`src/rtl/axis_proc_pkg.sv`:
```
// Shared mode encodings and the per-byte data transform used by the stream processor.
package axis_proc_pkg;

  typedef enum logic [1:0] {
    MODE_PASS  = 2'b00,
    MODE_INV   = 2'b01,
    MODE_BCAST = 2'b10,
    MODE_ZERO  = 2'b11
  } mode_e;

  // One output lane; lane0 is byte 0 of the beat, needed for broadcast.
  function automatic logic [7:0] xform_byte(input mode_e m, input logic [7:0] lane,
                                            input logic [7:0] lane0);
    logic [7:0] r;
    case (m)
      MODE_PASS:  r = lane;
      MODE_INV:   r = ~lane;
      MODE_BCAST: r = lane0;
      default:    r = 8'h00;
    endcase
    return r;
  endfunction

endpackage

```
`src/rtl/axis_sync_fifo.sv`:
```
// Synchronous FIFO with registered write-ready and first-word-fall-through read port.
module axis_sync_fifo #(
  parameter int W     = 37,
  parameter int DEPTH = 8
) (
  input  logic                       clk,
  input  logic                       rst_n,
  input  logic                       wr_en,
  input  logic [W-1:0]               wr_data,
  output logic                       wr_ready,
  input  logic                       rd_en,
  output logic [W-1:0]               rd_data,
  output logic                       rd_valid,
  output logic [$clog2(DEPTH):0]     level
);

  localparam int AW = $clog2(DEPTH);
  localparam int LW = AW + 1;

  logic [W-1:0]  mem [DEPTH];
  logic [AW-1:0] wr_ptr;
  logic [AW-1:0] rd_ptr;
  logic [LW-1:0] level_next;
  logic          push;
  logic          pop;

  assign push     = wr_en && wr_ready;
  assign rd_valid = (level != '0);
  assign pop      = rd_en && rd_valid;
  // Empty FIFO presents zeros so the output bus is clean after reset.
  assign rd_data  = rd_valid ? mem[rd_ptr] : '0;

  always_comb begin
    level_next = level;
    case ({push, pop})
      2'b10:   level_next = level + LW'(1);
      2'b01:   level_next = level - LW'(1);
      default: level_next = level;
    endcase
  end

  // Pointers are AW bits wide with DEPTH a power of two, so they wrap modulo DEPTH.
  always_ff @(posedge clk or negedge rst_n) begin
    if (!rst_n) begin
      wr_ptr   <= '0;
      rd_ptr   <= '0;
      level    <= '0;
      wr_ready <= 1'b0;
    end else begin
      if (push) wr_ptr <= wr_ptr + AW'(1);
      if (pop)  rd_ptr <= rd_ptr + AW'(1);
      level    <= level_next;
      wr_ready <= (level_next < LW'(DEPTH));
    end
  end

  always_ff @(posedge clk) begin
    if (push) mem[wr_ptr] <= wr_data;
  end

endmodule

```
`src/rtl/axis_stream_proc.sv`:
```
// AXI-Stream processor: per-frame data transform at FIFO write, frame/beat statistics on output.
module axis_stream_proc
  import axis_proc_pkg::*;
#(
  parameter int DATA_W = 32,
  parameter int DEPTH  = 8,
  parameter int CNT_W  = 16
) (
  input  logic                     s_axis_aclk,
  input  logic                     s_axis_aresetn,
  input  logic [DATA_W-1:0]        s_axis_tdata,
  input  logic [DATA_W/8-1:0]      s_axis_tkeep,
  input  logic                     s_axis_tlast,
  input  logic                     s_axis_tvalid,
  output logic                     s_axis_tready,
  output logic [DATA_W-1:0]        m_axis_tdata,
  output logic [DATA_W/8-1:0]      m_axis_tkeep,
  output logic                     m_axis_tlast,
  output logic                     m_axis_tvalid,
  input  logic                     m_axis_tready,
  input  logic [1:0]               mode,
  output logic [$clog2(DEPTH):0]   fifo_level,
  output logic [CNT_W-1:0]         frame_cnt,
  output logic [CNT_W-1:0]         last_frame_beats,
  output logic                     keep_err
);

  localparam int KW = DATA_W / 8;
  localparam int FW = DATA_W + KW + 1;

  logic              in_xfer;
  logic              out_xfer;
  logic              sof;
  mode_e             held_mode;
  mode_e             eff_mode;
  logic [DATA_W-1:0] xdata;
  logic [FW-1:0]     rd_data;
  logic [CNT_W-1:0]  beat_cnt;

  assign in_xfer  = s_axis_tvalid && s_axis_tready;
  assign out_xfer = m_axis_tvalid && m_axis_tready;
  // The first beat of a frame uses the live mode; the rest reuse the value captured then.
  assign eff_mode = sof ? mode_e'(mode) : held_mode;

  always_comb begin
    xdata = '0;
    for (int i = 0; i < KW; i++) begin
      xdata[i*8 +: 8] = xform_byte(eff_mode, s_axis_tdata[i*8 +: 8], s_axis_tdata[7:0]);
    end
  end

  axis_sync_fifo #(.W(FW), .DEPTH(DEPTH)) u_fifo (
    .clk      (s_axis_aclk),
    .rst_n    (s_axis_aresetn),
    .wr_en    (s_axis_tvalid),
    .wr_data  ({xdata, s_axis_tkeep, s_axis_tlast}),
    .wr_ready (s_axis_tready),
    .rd_en    (m_axis_tready),
    .rd_data  (rd_data),
    .rd_valid (m_axis_tvalid),
    .level    (fifo_level)
  );

  assign {m_axis_tdata, m_axis_tkeep, m_axis_tlast} = rd_data;

  always_ff @(posedge s_axis_aclk or negedge s_axis_aresetn) begin
    if (!s_axis_aresetn) begin
      sof       <= 1'b1;
      held_mode <= MODE_PASS;
      keep_err  <= 1'b0;
    end else if (in_xfer) begin
      if (sof) held_mode <= mode_e'(mode);
      sof <= s_axis_tlast;
      if (s_axis_tkeep != '1) keep_err <= 1'b1;
    end
  end

  // Counters wrap naturally on overflow.
  always_ff @(posedge s_axis_aclk or negedge s_axis_aresetn) begin
    if (!s_axis_aresetn) begin
      beat_cnt         <= '0;
      frame_cnt        <= '0;
      last_frame_beats <= '0;
    end else if (out_xfer) begin
      if (m_axis_tlast) begin
        last_frame_beats <= beat_cnt + CNT_W'(1);
        beat_cnt         <= '0;
        frame_cnt        <= frame_cnt + CNT_W'(1);
      end else begin
        beat_cnt <= beat_cnt + CNT_W'(1);
      end
    end
  end

endmodule

```
`config.mk`:
```
export PLATFORM = sky130hd
export DESIGN_NAME = axis_stream_proc
export DESIGN_NICKNAME = d
export VERILOG_FILES = /design/src/rtl/axis_proc_pkg.sv /design/src/rtl/axis_sync_fifo.sv /design/src/rtl/axis_stream_proc.sv
export SDC_FILE = /design/constraint.sdc
export NUM_CORES = 1
export LEC_CHECK = 0
export CAP_MARGIN = 30
export CORE_UTILIZATION = 65
export CTS_CLUSTER_DIAMETER = 40
export DETAILED_ROUTE_END_ITERATION = 16
export DONT_BUFFER_PORTS = 1
export PLACE_DENSITY = 0.78
export SLEW_MARGIN = 15
export SYNTH_ARGS = -nofsm -noshare
export SYNTH_HDL_FRONTEND = slang
export SYNTH_HIERARCHICAL = 1
export SYNTH_SLANG_ARGS = --single-unit
```
`constraint.sdc`:
```
create_clock -name s_axis_aclk -period 15.35 [get_ports s_axis_aclk]
set_clock_uncertainty 0.2 [all_clocks]
set_input_delay 3.07 -clock s_axis_aclk [delete_from_list [all_inputs] [get_ports s_axis_aclk]]
set_output_delay 3.07 -clock s_axis_aclk [all_outputs]
set_load 0.005 [all_outputs]
```
==> impl_metrics.json <==
{
  "outcome": "finished with violations",
  "violations": "design-rule violations",
  "tritoncts.num_buffers": 41,
  "initial_core_util": 0.667,
  "synth.ff_latch_count": 359,
  "synth_simple_gate_area_share": 0.0495,
  "ys.warnings.count": 6,
  "cts_setup_buffers": 0,
  "route.vias.total": 7752,
  "antenna_left": 0,
  "power.ir.vdd_worst_v": 0.000163,
  "final_net_count": 887,
  "drive_above_1_share": 0.213,
  "hold_path_depth": 1,
  "place.detailed.hpwl_um": 16900,
  "route.detailed.wl_per_inst_um": 26.4,
  "worstReg2RegStart": "u_fifo/rd_ptr[0]",
  "final_cell_area_excluding_filler_cells_um2": 16300,
  "setup.worst_path.class": "reg -> out",
  "max_capacitance_violation_count": 0,
  "max_freq_ghz": 0.157,
  "critPathRequiredTime_ns": 12.08,
  "synthToLayoutAreaGrowth_pct": 10.8,
  "crit_path_max_fanout": 34,
  "crit_path_start_kind": "flip-flop",
  "synth_cell_type_count": 55,
  "synth-xor-area-share": 0.0203,
  "netSwitchingFraction": 0.318,
  "synth_enable_flop_cells": 296,
  "floorplan.die_area_um2": 23200,
  "synth_cells": 828,
  "synth_area_um2": 14700,
  "routabilityCongestion": 0.807,
  "floorplan.io_pins": 119,
  "synth_adder_area_share": 0.00732,
  "ctsLongestPathBuffers": 3,
  "grt-ovfl-total": 0,
  "grt_use_total": 0.268,
  "r2r_setup_slack_ns": 10.68,
  "layout_worst_path_cycle_share": 0.415,
  "power_frac_seq": 0.424,
  "drc": 11,
  "clock_insertion_delay_worst_skew_ns": 0.53,
  "viasPerCell": 6.76,
  "synth_nets": 879,
  "synth-compound-area-share": 0.0696,
  "async_flop_share": 0.175,
  "route.final.wire_length_um": 30300,
  "synthFlopType": "sky130_fd_sc_hd__edfxtp_1",
  "tns_ns": 0,
  "crit_path_end_kind": "output pin",
  "io_buffers": 0,
  "die_width_um": 152,
  "synth.mux.area_fraction": 0.119,
  "synth_area_per_cell_um2": 17.7,
  "power_per_cell_area_nw_per_um2": 204,
  "min-delay-start": "frame_cnt[15]",
  "post-route-min-period_ns": 6.37,
  "placed_cell_area_um2": 14900,
  "drtIter0Drc": 794,
  "holdPathEnd": "frame_cnt[15]",
  "setup_viol": 0,
  "synth-seq-area-share": 0.712,
  "rows": 54,
  "htree_levels": 2,
  "intPower_mw": 2.26,
  "slew_viol_final": 0,
  "nFillCells": 1207,
  "timing.max_slew.rel_slack": 0.436,
  "reg2reg_to": "frame_cnt[13]",
  "power_leakage_nw": 5.56,
  "depth_of_the_worst_register_to_register_path": 8,
  "hold_viol_final": 0,
  "grt_setup_unrepaired": "no",
  "p_sw_mw": 1.06,
  "combinationalPowerShare": 0.295,
  "worst_slew_pin_slew_ns": 0.845,
  "worstHoldPathType": "reg -> reg",
  "detail_route.first_pass.iterations": 11,
  "clock-sinks": 359,
  "tritoncts": "yes",
  "grt_antenna_before_repair": 1,
  "maximum_number_of_pins_on_one_net_before_global_route_repair": 64,
  "clock_tree_root_buffer_cell": "sky130_fd_sc_hd__clkbuf_16",
  "first_global_vias": 7982,
  "grt_first_pass_wirelength_um": 46300,
  "core_area_um2": 22000,
  "postCtsHoldBufs": 0,
  "clk_transition_reported_paths_ns": 0.06,
  "postCtsResizedCells": 0,
  "p_clk_frac": 0.282,
  "die_y_um": 152,
  "synth_top_family_by_area": "multiplexers",
  "arrival_ns": 3.10
}
==> power groups by stage <==
stage	clock, mW	sequential (mW)	combinational (mW)
2_1_floorplan	0	1.39	0.757
6_report	0.935	1.41	0.979
5_1_grt	0.987	1.42	1.05
3_5_place_dp	0	1.43	0.972
4_1_cts	0.947	1.41	0.983
3_3_place_gp	0	1.41	0.921
==> sequential cells by signal (all words and copies together), names as in the netlist, named ones only <==
name / flops
u_fifo/mem: 296
held_mode: 2
u_fifo/level: 3
u_fifo/rd_ptr: 3
last_frame_beats: 16
u_fifo/wr_ptr: 3
sof: 1
beat_cnt: 16
frame_cnt: 16
keep_err: 1
u_fifo/wr_ready: 1
==> how the worst max path moves through the flow <==
stage / to / startpoint / slack [ns] / depth (start not counted)
3_3_place_gp: m_axis_tlast / u_fifo/rd_ptr[0] / 9.28 / 3
4_1_cts: m_axis_tlast / u_fifo/rd_ptr[0] / 8.90 / 4
3_5_place_dp: m_axis_tlast / u_fifo/rd_ptr[0] / 9.46 / 4
5_1_grt: m_axis_tlast / u_fifo/rd_ptr[0] / 8.75 / 4
2_1_floorplan: u_fifo/mem[0][0] / s_axis_tvalid / 7.85 / 2
6_report: m_axis_tlast / u_fifo/rd_ptr[0] / 8.98 / 4
==> kinds of logic (layout without fill, tap and decap cells) <==
kind of cell               count (synthesis)  count (layout)
AOI/OAI and AO/OA                        157             157
buffers and inverters                     53              90
muxes                                     82              82
DFF                                      359             359
and+or+nand+nor                          135             135
other                                      0               1
adders and majority gates                  8               8
xor gates and xnor gates                  34              34
==> routing by layer <==
metal	vias up	routed length (um)	global-route usage
met4	0	794	0.0938
met5	-	0	0
met1	3968	11600	0.350
met3	56	2680	0.0592
met2	347	15200	0.451
li1	3381	-	-
==> cells in the final DEF (no fill, tap or decap), drive strengths merged, types with 2 or more instances in the layout <==
cell type / count
and4: 5
ha: 7
o21ai: 44
clkbuf: 52
clkinvlp: 5
nand3: 19
mux4: 74
xnor2: 20
a31oi: 6
nand4: 10
or4: 2
nand2: 45
mux2: 6
edfxtp: 296
nor3b: 3
o22ai: 24
clkinv: 10
xor2: 14
and2: 5
a22o: 37
buf: 14
mux2i: 2
o31ai: 9
and3: 7
nor4: 2
nor2b: 6
a21oi: 27
nor3: 6
inv: 8
and2b: 4
nor2: 13
nand2b: 4
dfrtp: 62
a41oi: 3
==> cell usage after synthesis (7+ instances only) <==
| master | instances | share of area |
|---|---|---|
| sky130_fd_sc_hd__nor2_1 | 13 | 0.0033 |
| sky130_fd_sc_hd__buf_6 | 11 | 0.0084 |
| sky130_fd_sc_hd__nand2_1 | 43 | 0.011 |
| sky130_fd_sc_hd__mux4_2 | 74 | 0.11 |
| sky130_fd_sc_hd__nand3_1 | 18 | 0.0061 |
| sky130_fd_sc_hd__o21ai_0 | 44 | 0.015 |
| sky130_fd_sc_hd__xor2_1 | 14 | 0.0083 |
| sky130_fd_sc_hd__dfrtp_1 | 62 | 0.11 |
| sky130_fd_sc_hd__clkbuf_1 | 17 | 0.0043 |
| sky130_fd_sc_hd__ha_1 | 7 | 0.0060 |
| sky130_fd_sc_hd__nand4_1 | 9 | 0.0038 |
| sky130_fd_sc_hd__o31ai_1 | 9 | 0.0046 |
| sky130_fd_sc_hd__edfxtp_1 | 296 | 0.60 |
| sky130_fd_sc_hd__a21oi_1 | 27 | 0.0092 |
| sky130_fd_sc_hd__a22o_1 | 37 | 0.022 |
| sky130_fd_sc_hd__buf_2 | 16 | 0.0054 |
| sky130_fd_sc_hd__xnor2_1 | 20 | 0.012 |
| sky130_fd_sc_hd__o22ai_1 | 24 | 0.010 |
==> area by class of cell <==
| class | instances | area, um^2 | area share |
|---|---|---|---|
| antenna | 1 | 2.50 | 0.000154 |
| clock buffer | 51 | 1150 | 0.0704 |
| clock inverter | 21 | 185 | 0.0114 |
| inverter | 3 | 11.3 | 0.000691 |
| multi-input combinational | 416 | 3970 | 0.244 |
| sequential | 359 | 10500 | 0.643 |
| tap | 280 | 350 | 0.0215 |
| timing repair buffer | 15 | 153 | 0.00937 |
==> critical path: stages (launching register included) <==
cell	delay (ns)
sky130_fd_sc_hd__dfrtp_4	0.68
sky130_fd_sc_hd__buf_4	0.49
sky130_fd_sc_hd__buf_16	0.30
sky130_fd_sc_hd__mux4_2	0.54
sky130_fd_sc_hd__a22o_1	0.53
==> per-stage QoR <==
stage          std cells   util  hold WS (ns)  worst slack, ns  total power [mW]
2_1_floorplan        828      -         0.249             7.85              2.14
4_1_cts             1144  0.739         0.303             8.90              3.34
3_5_place_dp        1072  0.679         0.291             9.46              2.40
3_3_place_gp        1070  0.676         0.285             9.28              2.33
6_report            1146  0.740         0.299             8.98              3.32
5_1_grt             1146  0.740         0.320             8.75              3.46
(Power assumes the default switching activity.)
